## config.mk

```make
export PLATFORM = sky130hd
export DESIGN_NAME = dm_access_unit_flat
export DESIGN_NICKNAME = d
export VERILOG_FILES = /design/src/rtl/dm_access_unit_if.sv /design/src/rtl/dm_access_unit.sv /design/src/flat_wrapper.sv
export SDC_FILE = /design/constraint.sdc
export NUM_CORES = 1
export LEC_CHECK = 0
export BUFFER_PORTS_ARGS = -buffer_cell sky130_fd_sc_hd__buf_2
export CAP_MARGIN = 20
export CORE_MARGIN = 2
export CORE_UTILIZATION = 45
export DETAILED_ROUTE_END_ITERATION = 6
export PLACE_DENSITY = 0.83
export SLEW_MARGIN = 15
export SYNTH_ARGS = -nofsm -noshare
export SYNTH_HDL_FRONTEND = slang
export SYNTH_SLANG_ARGS = --single-unit
```

## constraint.sdc

```tcl
create_clock -name clk -period 1.7 [get_ports clk]
set_input_delay 0.085 -clock clk [delete_from_list [all_inputs] [get_ports clk]]
set_output_delay 0.085 -clock clk [all_outputs]
set_load 0.005 [all_outputs]
```

## src/rtl/dm_access_unit_if.sv

```systemverilog
// CPU-side and RAM-side signals of the data-memory access unit, bundled so the
// unit and its environment connect through a single port.
interface dm_access_unit_if;
    // RAM handshake: ram_req rises with a latched request and stays high, with
    // ram_we/ram_addr/ram_be/ram_wdata frozen, until the single-cycle ram_ack;
    // the RAM returns exactly one ack per request.
    logic        mem_r;
    logic        mem_w;
    logic [31:0] Addr_in;
    logic [31:0] Data_in;
    logic [2:0]  DMType;
    logic [31:0] Data_out;
    logic        stall;
    logic        misalign;
    logic        ram_req;
    logic        ram_we;
    logic [29:0] ram_addr;
    logic [3:0]  ram_be;
    logic [31:0] ram_wdata;
    logic [31:0] ram_rdata;
    logic        ram_ack;

    modport master (
        output mem_r, mem_w, Addr_in, Data_in, DMType, ram_rdata, ram_ack,
        input  Data_out, stall, misalign, ram_req, ram_we, ram_addr, ram_be, ram_wdata
    );

    modport slave (
        input  mem_r, mem_w, Addr_in, Data_in, DMType, ram_rdata, ram_ack,
        output Data_out, stall, misalign, ram_req, ram_we, ram_addr, ram_be, ram_wdata
    );
endinterface

```

## src/rtl/dm_access_unit.sv

```systemverilog
// Data-memory access unit: turns MEM-stage loads/stores into word-addressed RAM
// requests with byte lanes, stalls the CPU until done, and extends load data.
module dm_access_unit (
    input  logic                    clk,
    input  logic                    reset,
    dm_access_unit_if.slave         bus,
    output logic [1:0]              dbg_state
);

    typedef enum logic [1:0] {
        S_IDLE = 2'd0,
        S_BUSY = 2'd1,
        S_DONE = 2'd2
    } state_t;

    state_t      state_q, state_d;
    logic        req_q, req_d;
    logic        we_q, we_d;
    logic [29:0] addr_q, addr_d;
    logic [1:0]  lo_q, lo_d;
    logic [2:0]  type_q, type_d;
    logic [3:0]  be_q, be_d;
    logic [31:0] wdata_q, wdata_d;
    logic [31:0] data_q, data_d;

    logic        cpu_req;
    logic        aligned;
    logic [3:0]  be_in;
    logic [31:0] wdata_in;
    logic [15:0] half_sel;
    logic [7:0]  byte_sel;
    logic [31:0] load_val;

    assign cpu_req = bus.mem_r | bus.mem_w;

    // Alignment, lane enables and lane-replicated store data for the incoming request
    always_comb begin
        aligned  = (bus.Addr_in[1:0] == 2'b00);
        be_in    = 4'b1111;
        wdata_in = bus.Data_in;
        case (bus.DMType)
            3'b001, 3'b010: begin
                aligned  = ~bus.Addr_in[0];
                be_in    = bus.Addr_in[1] ? 4'b1100 : 4'b0011;
                wdata_in = {2{bus.Data_in[15:0]}};
            end
            3'b011, 3'b100: begin
                aligned  = 1'b1;
                be_in    = 4'b0001 << bus.Addr_in[1:0];
                wdata_in = {4{bus.Data_in[7:0]}};
            end
            default: ;
        endcase
    end

    // Load extraction uses the latched address bits, not the live CPU inputs
    always_comb begin
        half_sel = lo_q[1] ? bus.ram_rdata[31:16] : bus.ram_rdata[15:0];
        case (lo_q)
            2'd0:    byte_sel = bus.ram_rdata[7:0];
            2'd1:    byte_sel = bus.ram_rdata[15:8];
            2'd2:    byte_sel = bus.ram_rdata[23:16];
            default: byte_sel = bus.ram_rdata[31:24];
        endcase
        case (type_q)
            3'b001:  load_val = {{16{half_sel[15]}}, half_sel};
            3'b010:  load_val = {16'h0000, half_sel};
            3'b011:  load_val = {{24{byte_sel[7]}}, byte_sel};
            3'b100:  load_val = {24'h000000, byte_sel};
            default: load_val = bus.ram_rdata;
        endcase
    end

    always_comb begin
        state_d = state_q;
        req_d   = req_q;
        we_d    = we_q;
        addr_d  = addr_q;
        lo_d    = lo_q;
        type_d  = type_q;
        be_d    = be_q;
        wdata_d = wdata_q;
        data_d  = data_q;
        case (state_q)
            S_IDLE: begin
                if (cpu_req && aligned) begin
                    state_d = S_BUSY;
                    req_d   = 1'b1;
                    we_d    = bus.mem_w;
                    addr_d  = bus.Addr_in[31:2];
                    lo_d    = bus.Addr_in[1:0];
                    type_d  = bus.DMType;
                    be_d    = be_in;
                    wdata_d = wdata_in;
                end
            end
            S_BUSY: begin
                if (bus.ram_ack) begin
                    state_d = S_DONE;
                    req_d   = 1'b0;
                    if (!we_q) data_d = load_val;
                end
            end
            S_DONE:  state_d = S_IDLE;
            default: state_d = S_IDLE;
        endcase
    end

    always_ff @(posedge clk) begin
        if (reset) begin
            state_q <= S_IDLE;
            req_q   <= 1'b0;
            we_q    <= 1'b0;
            addr_q  <= 30'd0;
            lo_q    <= 2'd0;
            type_q  <= 3'd0;
            be_q    <= 4'd0;
            wdata_q <= 32'd0;
            data_q  <= 32'd0;
        end else begin
            state_q <= state_d;
            req_q   <= req_d;
            we_q    <= we_d;
            addr_q  <= addr_d;
            lo_q    <= lo_d;
            type_q  <= type_d;
            be_q    <= be_d;
            wdata_q <= wdata_d;
            data_q  <= data_d;
        end
    end

    // The stall drops in DONE so the frozen pipeline advances exactly once
    assign bus.stall     = cpu_req & aligned & (state_q != S_DONE);
    assign bus.misalign  = cpu_req & ~aligned;
    assign bus.ram_req   = req_q;
    assign bus.ram_we    = we_q;
    assign bus.ram_addr  = addr_q;
    assign bus.ram_be    = be_q;
    assign bus.ram_wdata = wdata_q;
    assign bus.Data_out  = data_q;
    assign dbg_state     = state_q;

endmodule

```

## src/flat_wrapper.sv

```systemverilog
// flat-port wrapper written by rule: the top's interface ports become plain ports
module dm_access_unit_flat 
  (clk, reset, dbg_state, bus_mem_r, bus_mem_w, bus_Addr_in, bus_Data_in, bus_DMType, bus_ram_rdata, bus_ram_ack, bus_Data_out, bus_stall, bus_misalign, bus_ram_req, bus_ram_we, bus_ram_addr, bus_ram_be, bus_ram_wdata);
  dm_access_unit_if bus_i ();
  input  logic clk;
  input  logic reset;
  output logic [1:0] dbg_state;
  input wire logic [$bits(bus_i.mem_r)-1:0] bus_mem_r;
  input wire logic [$bits(bus_i.mem_w)-1:0] bus_mem_w;
  input wire logic [$bits(bus_i.Addr_in)-1:0] bus_Addr_in;
  input wire logic [$bits(bus_i.Data_in)-1:0] bus_Data_in;
  input wire logic [$bits(bus_i.DMType)-1:0] bus_DMType;
  input wire logic [$bits(bus_i.ram_rdata)-1:0] bus_ram_rdata;
  input wire logic [$bits(bus_i.ram_ack)-1:0] bus_ram_ack;
  output wire logic [$bits(bus_i.Data_out)-1:0] bus_Data_out;
  output wire logic [$bits(bus_i.stall)-1:0] bus_stall;
  output wire logic [$bits(bus_i.misalign)-1:0] bus_misalign;
  output wire logic [$bits(bus_i.ram_req)-1:0] bus_ram_req;
  output wire logic [$bits(bus_i.ram_we)-1:0] bus_ram_we;
  output wire logic [$bits(bus_i.ram_addr)-1:0] bus_ram_addr;
  output wire logic [$bits(bus_i.ram_be)-1:0] bus_ram_be;
  output wire logic [$bits(bus_i.ram_wdata)-1:0] bus_ram_wdata;
  assign bus_i.mem_r = bus_mem_r;
  assign bus_i.mem_w = bus_mem_w;
  assign bus_i.Addr_in = bus_Addr_in;
  assign bus_i.Data_in = bus_Data_in;
  assign bus_i.DMType = bus_DMType;
  assign bus_i.ram_rdata = bus_ram_rdata;
  assign bus_i.ram_ack = bus_ram_ack;
  assign bus_Data_out = bus_i.Data_out;
  assign bus_stall = bus_i.stall;
  assign bus_misalign = bus_i.misalign;
  assign bus_ram_req = bus_i.ram_req;
  assign bus_ram_we = bus_i.ram_we;
  assign bus_ram_addr = bus_i.ram_addr;
  assign bus_ram_be = bus_i.ram_be;
  assign bus_ram_wdata = bus_i.ram_wdata;
  dm_access_unit u_core (.clk(clk), .reset(reset), .bus(bus_i), .dbg_state(dbg_state));
endmodule
```

* After elaboration in Yosys (flattened, before gate mapping)
Index checks and enable logic that the tools add are counted.
** Storage, ports and cells
- Bits in registers :: 107
- Output and inout bits :: 104
- Word-level logic and storage cells :: 55
** Cells by class
- Equal/unequal tests :: 14
- Shifts and indexed selects :: 1
- Muxes and demuxes :: 13
- Bitwise gates (word level) :: 7
- Reductions and logical operators :: 11
** Operators by type and width (count)
- case mux 32 bit (4 select lines) :: 1
- case mux 32 bit (2 select lines) :: 1
- case mux 8 bit (3 select lines) :: 1
- 2-to-1 mux 16 bit :: 1
- == test 3 x 2 -> 1 bit, second input constant :: 4
- case mux 4 bit (2 select lines) :: 1
- == test 3 x 1 -> 1 bit, second input constant :: 2
- == test 3 bit, second input constant :: 2
- zero test 2 bit :: 3
- AND reduction 3 bit :: 2
- == test 2 x 1 -> 1 bit, second input constant :: 2
- 2-to-1 mux 2 bit :: 2
- 2-to-1 mux 4 bit :: 1
- inequality test 2 bit, second input constant :: 2
- case mux 1 bit (2 select lines) :: 2
- case mux 2 bit (2 select lines) :: 1
- AND reduction 2 bit :: 2
- OR reduction 2 bit :: 2
- << shifter 1 x 2 -> 4 bit, first input constant :: 1
- bitwise AND 1 bit :: 3
- NOT 1 bit :: 3
- == test 2 bit, second input constant :: 1
- 2-to-1 mux 1 bit :: 2
- inequality test 2 x 1 -> 1 bit, second input constant :: 1
- 3 further kinds :: 3

* Depth between registers and ports, before layout
Gate-level depths: netlist of the first run.
- Word-level depth :: 6
- Mapped depth :: 7

* Worst setup path after synthesis of the first run
No wires, ideal clock.
- Kind :: register -> register
- Start point :: register u_core.type_q[1]
- End point :: register u_core.data_q[7] (netlist: u_core.bus.Data_out[7])
- Library setup time :: 0.083 ns
- Arrival :: 1.526 ns
- Data required time :: 1.617 ns
- Setup slack :: 0.091 ns
- Cell stages (with the launch flop) :: 7
- Path buffers :: 2
- Cell sequence :: dfxtp_1 > buf_2 > buf_2 > or3b_1 > a21oi_1 > nand2_1 > o221ai_1
** On the way
- Cells in the longest elaborated chain, start to end :: 2
- Elaborated cells on any way between the ends :: 5
** Ends and longest elaborated chain
- from (decl) :: line dm_access_unit.sv:21 : logic [2:0] type_q, type_d;
- from (signal assigned) :: line dm_access_unit.sv:126 : type_q <= type_d;
- == test 3 bit (tied with other cells) :: line dm_access_unit.sv:65 : case (type_q)
- case mux 32 bit (4 select lines) (*) :: line dm_access_unit.sv:65
- to (signal assigned) :: line dm_access_unit.sv:129 : data_q <= data_d;
- to (decl) :: line dm_access_unit.sv:24 : logic [31:0] data_q, data_d;
Every way passes the cells marked *; elsewhere a longest branch is shown, timed or not.
A chain may end at the register's enable or synchronous reset.

* Final worst setup path of the first run
- Start point :: register u_core.lo_q[0]
- End point :: register u_core.data_q[13] (netlist: u_core.bus.Data_out[13])
** On the way
- Cells in the longest elaborated chain, start to end :: 3
- Elaborated cells on any way between the ends :: 5
** Ends and longest elaborated chain
- from (decl) :: line dm_access_unit.sv:20 : logic [1:0] lo_q, lo_d;
- from (signal assigned) :: line dm_access_unit.sv:125 : lo_q <= lo_d;
- == test 2 bit (tied with other cells) :: line dm_access_unit.sv:59 : case (lo_q)
- case mux 8 bit (3 select lines) (*) :: line dm_access_unit.sv:59
- case mux 32 bit (4 select lines) (*) :: line dm_access_unit.sv:65
Marks and branches as above.

==> results.cfg, run 1 <==
[critical_path]
worstPathRequired_ns = 1.94
cp_max_fo = 7
end_kind = flip-flop
rr_endpoint = u_core.bus.Data_out[13]
critPathKind = flip-flop to flip-flop
timing.critical_path.buf_inv = 0
critPathLaunchType = flip-flop
crit_slowest_cell = mux4_2
crit_chain = mux4_2 -> a31o_2 -> a31oi_2 -> nor3_1
arrival_ns = 1.85
timing.rr.start = u_core.lo_q[0]
r2r_slack_ns = 0.09
rr_worst_depth = 4
critPathMaxStageDelay_ns = 0.55
crit_family = multiplexers

[placement]
place_ws_ns = 0.0372
gp_congestion = 0.879
dpl_cell_area_mm2 = 0.00736
numPortBuffers = 207
dp_hpwl_mm = 13.0

[floorplan]
rows = 42
start_util_pct = 46.1
die_area_mm2 = 0.0145
fp.dieH_um = 120
die_x_um = 120
core_mm2 = 0.0132
io_pins = 208

[global_route]
grt_first_pass_wirelength_mm = 29.7
antenna_found_initial = 1
grt_pass1_vias = 5934
overflow = 0
grt_max_degree = 66
gr-usage-all-layers_pct = 25.8

[yosys]
synth.area.top_cells = dfxtp_1, nand2b_1, mux2i_1, a21oi_1, nor2_1
synth_top_family_by_area = simple AND/OR/NAND/NOR gates
synth_compound_area_share_pct = 22.0
yosysUniqueCellTypes = 51
syn-num-nets = 817
netlist_instances = 713
synth-edff-count = 0
synth_top_area_share_pct = 35.2
yosys.area_share.simple_pct = 23.6
synth_seq_cells = 107
synthArstFlopShare_pct = 0
yosys.area.top_type = dfxtp_1
syn-cell-area_mm2 = 0.00608
yosys_warnings = 0
synth_xor_area_share_pct = 0.432
synth_ff_type = dfxtp_1
synth.most_common_cell = dfxtp_1
synth_area_per_cell_um2 = 8.52
yosysSeqAreaShare_pct = 35.2
synthAdderAreaFrac_pct = 0
synthMuxAreaShare_pct = 13.0
synthTopCellsByCount = dfxtp_1, nand2b_1, mux2i_1, nor2_1, a21oi_1

[worst_hold_path]
worst_hold_path.endpoint = u_core.bus.ram_addr[26]
min_path_type = primary input to flip-flop
min_from = bus_Addr_in[28]
min_delay_path_depth = 3

[clock_tree]
root_buffer = clkbuf_16
cts_buffers = 9
clk_pin_slew_ns = 0.07
cts_tree = yes
cts.sinks = 107
htreeDepth = 3
clkLatencyLatePin_ns = 0.36
clock_path_buffers = 2

[cells_and_area]
area_growth_pct = 31.3
diodes = 0
final_nets = 1028
drive_gt1_share_pct = 30.0
nFillCells = 1177
multi_input_area_mm2 = 0.00361
design_area_mm2 = 0.00798
finish.utilization_pct = 60.5
regArea_mm2 = 0.00214

[timing]
final-hold-violation-count = 0
fin_ws_ns = 0.0939
timing.fmax_ghz = 0.623
relSlewSlack_pct = 48.4
grt_setup_unrepaired = true
tns_ns = 0
setup_viol = 0
final_max_slew_viol_count = 0
post-route-period-util_pct = 94.5
skew_ns = 0.00911
tightest_slew_ns = 0.774
finalCriticalPeriod_ns = 1.61

[route]
wirelength_mm = 18.9
num_vias = 6289
drtAntennaViolNets = 0
dr.pass1.iters = 5
wl_per_cell_um = 17.1
drt-initial-drc-count = 592
avgViaCountPerCell = 5.69
drc = 0

[pwr]
peakVddDrop_uv = 586
power_density_mw_per_mm2 = 890
p_total_w = 0.00711
leakagePower_nw = 3.46

[run_status]
outcome = complete, no violations

[flow_run]
maxCapViolCount = 0
## state kept, by name (all words and copies together) (netlist names)
register              cells
u_core.bus.ram_we         1
u_core.bus.Data_out      32
u_core.bus.ram_addr      30
u_core.type_q             3
u_core.bus.ram_be         4
u_core.bus.ram_wdata     32
u_core.dbg_state          2
u_core.lo_q               2
u_core.bus.ram_req        1
## worst reg2reg max path: cells and delay by family (launching register included)
family             cells  cell delay, ns
AOI/OAI and AO/OA      2            0.50
DFF                    1            0.37
muxes                  1            0.55
and+or+nand+nor        1            0.07
## final cells by class
| cell class | count | share of cell area, % |
|---|---|---|
| Multi-Input combinational cell | 529 | 45.2 |
| Sequential cell | 107 | 26.9 |
| Timing Repair Buffer | 270 | 20.5 |
| Clock buffer | 10 | 2.87 |
| Tap cell | 176 | 2.76 |
| Clock inverter | 6 | 1.43 |
| Inverter | 7 | 0.329 |
## worst max path at each step
stage | startpoint | to | slack (ns) | cells after the start
after global routing | u_core.dbg_state[1] | u_core.bus.Data_out[9] | -0.002 | 6
after global placement | u_core.lo_q[0] | u_core.bus.Data_out[29] | 0.09 | 6
after CTS | u_core.lo_q[0] | u_core.bus.Data_out[29] | 0.01 | 6
final | u_core.lo_q[0] | u_core.bus.Data_out[13] | 0.09 | 4
after detailed placement | u_core.lo_q[0] | u_core.bus.Data_out[29] | 0.04 | 6
after floorplan | u_core.type_q[1] | u_core.bus.Data_out[7] | 0.09 | 6
## metal layers
layer	routed length (um)	global-route usage (%)	vias to the layer above
met5	0	0	-
met4	910	14.0	0
met3	1680	6.42	70
met2	8990	43.0	319
met1	7350	30.5	2905
li1	-	-	2995
## cell usage in the layout (no fill, tap or decap), types with 2 or more instances in the layout
cell type,count
o221ai_1,17
o21bai_1,9
or3_1,20
a22oi_1,2
nor2b_1,19
xor2_1,2
o311ai_0,8
dfxtp_2,2
nor3_1,10
a211oi_1,16
o21ai_1,2
nand2b_1,101
nand2_1,15
nor2_1,61
a21oi_1,59
and3_1,9
clkbuf_16,9
nand3b_1,2
clkinvlp_4,2
a221oi_1,2
dfxtp_1,105
buf_2,206
a311o_1,16
dlygate4sd3_1,24
a31oi_1,11
buf_12,5
a2111oi_1,2
mux4_2,8
a21boi_0,8
inv_1,7
buf_4,34
o21ai_0,36
nor3b_1,9
a2111oi_0,3
mux2i_1,61
bufinv_16,3
## logic make-up after synthesis
kind of cell           Yosys count
multiplexers                    69
XOR/XNOR                         3
AO/OA/AOI/OAI                  201
buffers and inverters           77
flip-flops                     107
AND/OR/NAND/NOR                256
## power by group
| group | internal [W] | switching [W] | leakage, nW |
|---|---|---|---|
| combinational | 0.000855 | 0.000918 | 2.43 |
| sequential | 0.00275 | 0.000157 | 0.878 |
| clock | 0.00144 | 0.000984 | 0.159 |
## metrics by stage
stage	instances	hold WS, ns
after detailed placement	1063	0.354
after global placement	1063	0.346
after global routing	1105	0.0155
after floorplan	713	0.240
final	1105	0.00533
after CTS	1103	0.00213
## repair_timing
item	CTS	global route
gates resized for setup	0	7
hold buffers	24	0
setup buffers	0	2
endpoints found under the hold margin	24	0
setup endpoints to repair	0	23
No activity file was read; power rests on OpenSTA's default activity.
==> run 2: changes to the inputs <==
--- a/config.mk
+++ b/config.mk
@@ -10,7 +10,7 @@
 export CORE_MARGIN = 2
 export CORE_UTILIZATION = 45
 export DETAILED_ROUTE_END_ITERATION = 6
-export PLACE_DENSITY = 0.83
+export PLACE_DENSITY_LB_ADDON = 0.2
 export SLEW_MARGIN = 15
 export SYNTH_ARGS = -nofsm -noshare
 export SYNTH_HDL_FRONTEND = slang
==> run 2 against run 1 <==
Effect of this change: critical path depth unchanged; sequential cell count did not move; first-iteration DRC count down 32%; clock power is essentially flat; sequential share of layout area down 0.070 points; non-clock buffer count is 5 higher; cell count grew 0.45%; combinational power hardly changed; worst hold slack better by 0.0019 ns; critical endpoint is now u_core.bus.Data_out[15]; largest power group unchanged; highest routed layer unchanged.
==> results.cfg, run 2 (synthesis results as in run 1) <==
[route]
drt-initial-drc-count = 400
wirelength_mm = 19.0
avgViaCountPerCell = 5.59
num_vias = 6201
drc = 0
drtAntennaViolNets = 0
dr.pass1.iters = 5
wl_per_cell_um = 17.2

[clock_tree]
cts.sinks = 107
clk_pin_slew_ns = 0.07
cts_buffers = 9
htreeDepth = 3
root_buffer = clkbuf_16
clkLatencyLatePin_ns = 0.36
clock_path_buffers = 2
cts_tree = yes

[placement]
place_ws_ns = 0.0516
dp.cells = 1064
numPortBuffers = 207
gp_congestion = 0.915
dp_hpwl_mm = 13.5

[flow_run]
maxCapViolCount = 0

[global_route]
grt_pass1_vias = 5999
overflow = 0
grt_first_pass_wirelength_mm = 29.8
grt_max_degree = 61
antenna_found_initial = 1
gr-usage-all-layers_pct = 26.0

[timing]
timing.fmax_ghz = 0.607
relSlewSlack_pct = 60.9
skew_ns = 0.00703
finalCriticalPeriod_ns = 1.65
tightest_slew_ns = 0.579
fin_hold_ws_ns = 0.00723
final_max_slew_viol_count = 0
setup_viol = 0
fin_ws_ns = 0.0513
tns_ns = 0
post-route-period-util_pct = 97.0
final-hold-violation-count = 0

[floorplan]
die_area_mm2 = 0.0145
start_util_pct = 46.1
rows = 42
die_x_um = 120
io_pins = 208
fp.dieH_um = 120
core_mm2 = 0.0132

[worst_hold_path]
min_path_type = primary input to flip-flop
min_from = bus_Addr_in[4]
min_delay_path_depth = 3

[cells_and_area]
final_cells = 1110
area_growth_pct = 31.8
final_common_cell = buf_2
final_cell_mix = buf_2, dfxtp_1, nand2b_1, nor2_1, mux2i_1
final_nets = 1033
drive_gt1_share_pct = 30.7

[critical_path]
timing.rr.start = u_core.lo_q[0]
critPathKind = flip-flop to flip-flop
worstPathRequired_ns = 1.93
critPathLaunchType = flip-flop
rr_worst_depth = 4
arrival_ns = 1.88
setup.worst_path.start = u_core.lo_q[0]
end_kind = flip-flop
cp_max_fo = 7

[pwr]
leakagePower_nw = 3.48
power_density_mw_per_mm2 = 887
peakVddDrop_uv = 553
p_total_w = 0.00711

[run_status]
outcome = complete, no violations
==> run 2: repair_timing <==
item	in CTS	in global routing
hold buffers	28	0
resized for setup	0	15
hold endpoints to repair	28	0
setup endpoints to repair	0	41
setup buffers	0	2
==> run 2: worst max-delay path, stage by stage (launching register included) <==
cell and delay (ns):
dfxtp_2 0.36, mux4_2 0.53, a31o_2 0.32, a41oi_1 0.22
nor3_1 0.08
==> run 2: metrics by stage <==
stage	utilization, %	instance area, um^2
after CTS	60.3	7950
final	60.7	8010
after global placement	55.6	7330
after global routing	60.7	8010
after floorplan	-	6080
after detailed placement	55.6	7330
==> run 2: final timing paths <==
check / slack, ns / endpoint
worst min-delay path: 0.007 / u_core.bus.ram_addr[2]
worst max-delay path: 0.05 / u_core.bus.Data_out[15]
worst min register to register: 0.47 / u_core.bus.ram_wdata[7]
worst max register to register: 0.05 / u_core.bus.Data_out[15]
==> run 2: where the power goes <==
part	leakage (nW)	total [W]	internal [W]	switching [W]
Combinational	2.44	0.00177	0.000861	0.000913
Sequential	0.879	0.00291	0.00275	0.000161
Clock	0.166	0.00242	0.00144	0.000981
==> run 2: layer usage <==
metal	wire length, um	up-vias	global-route usage, %
met5	0	-	0
met4	769	0	12.1
met3	1210	48	5.52
met2	9350	219	44.6
met1	7720	2929	31.1
li1	-	3005	-
==> run 2: layout make-up <==
cell class / count / area (um^2)
Fill cell: 1186 / 5180
Multi-Input combinational cell: 529 / 3620
Sequential cell: 107 / 2150
Timing Repair Buffer: 275 / 1660
Clock buffer: 9 / 225
Tap cell: 176 / 220
Clock inverter: 6 / 113
Inverter: 7 / 26.3
Antenna cell: 1 / 2.50
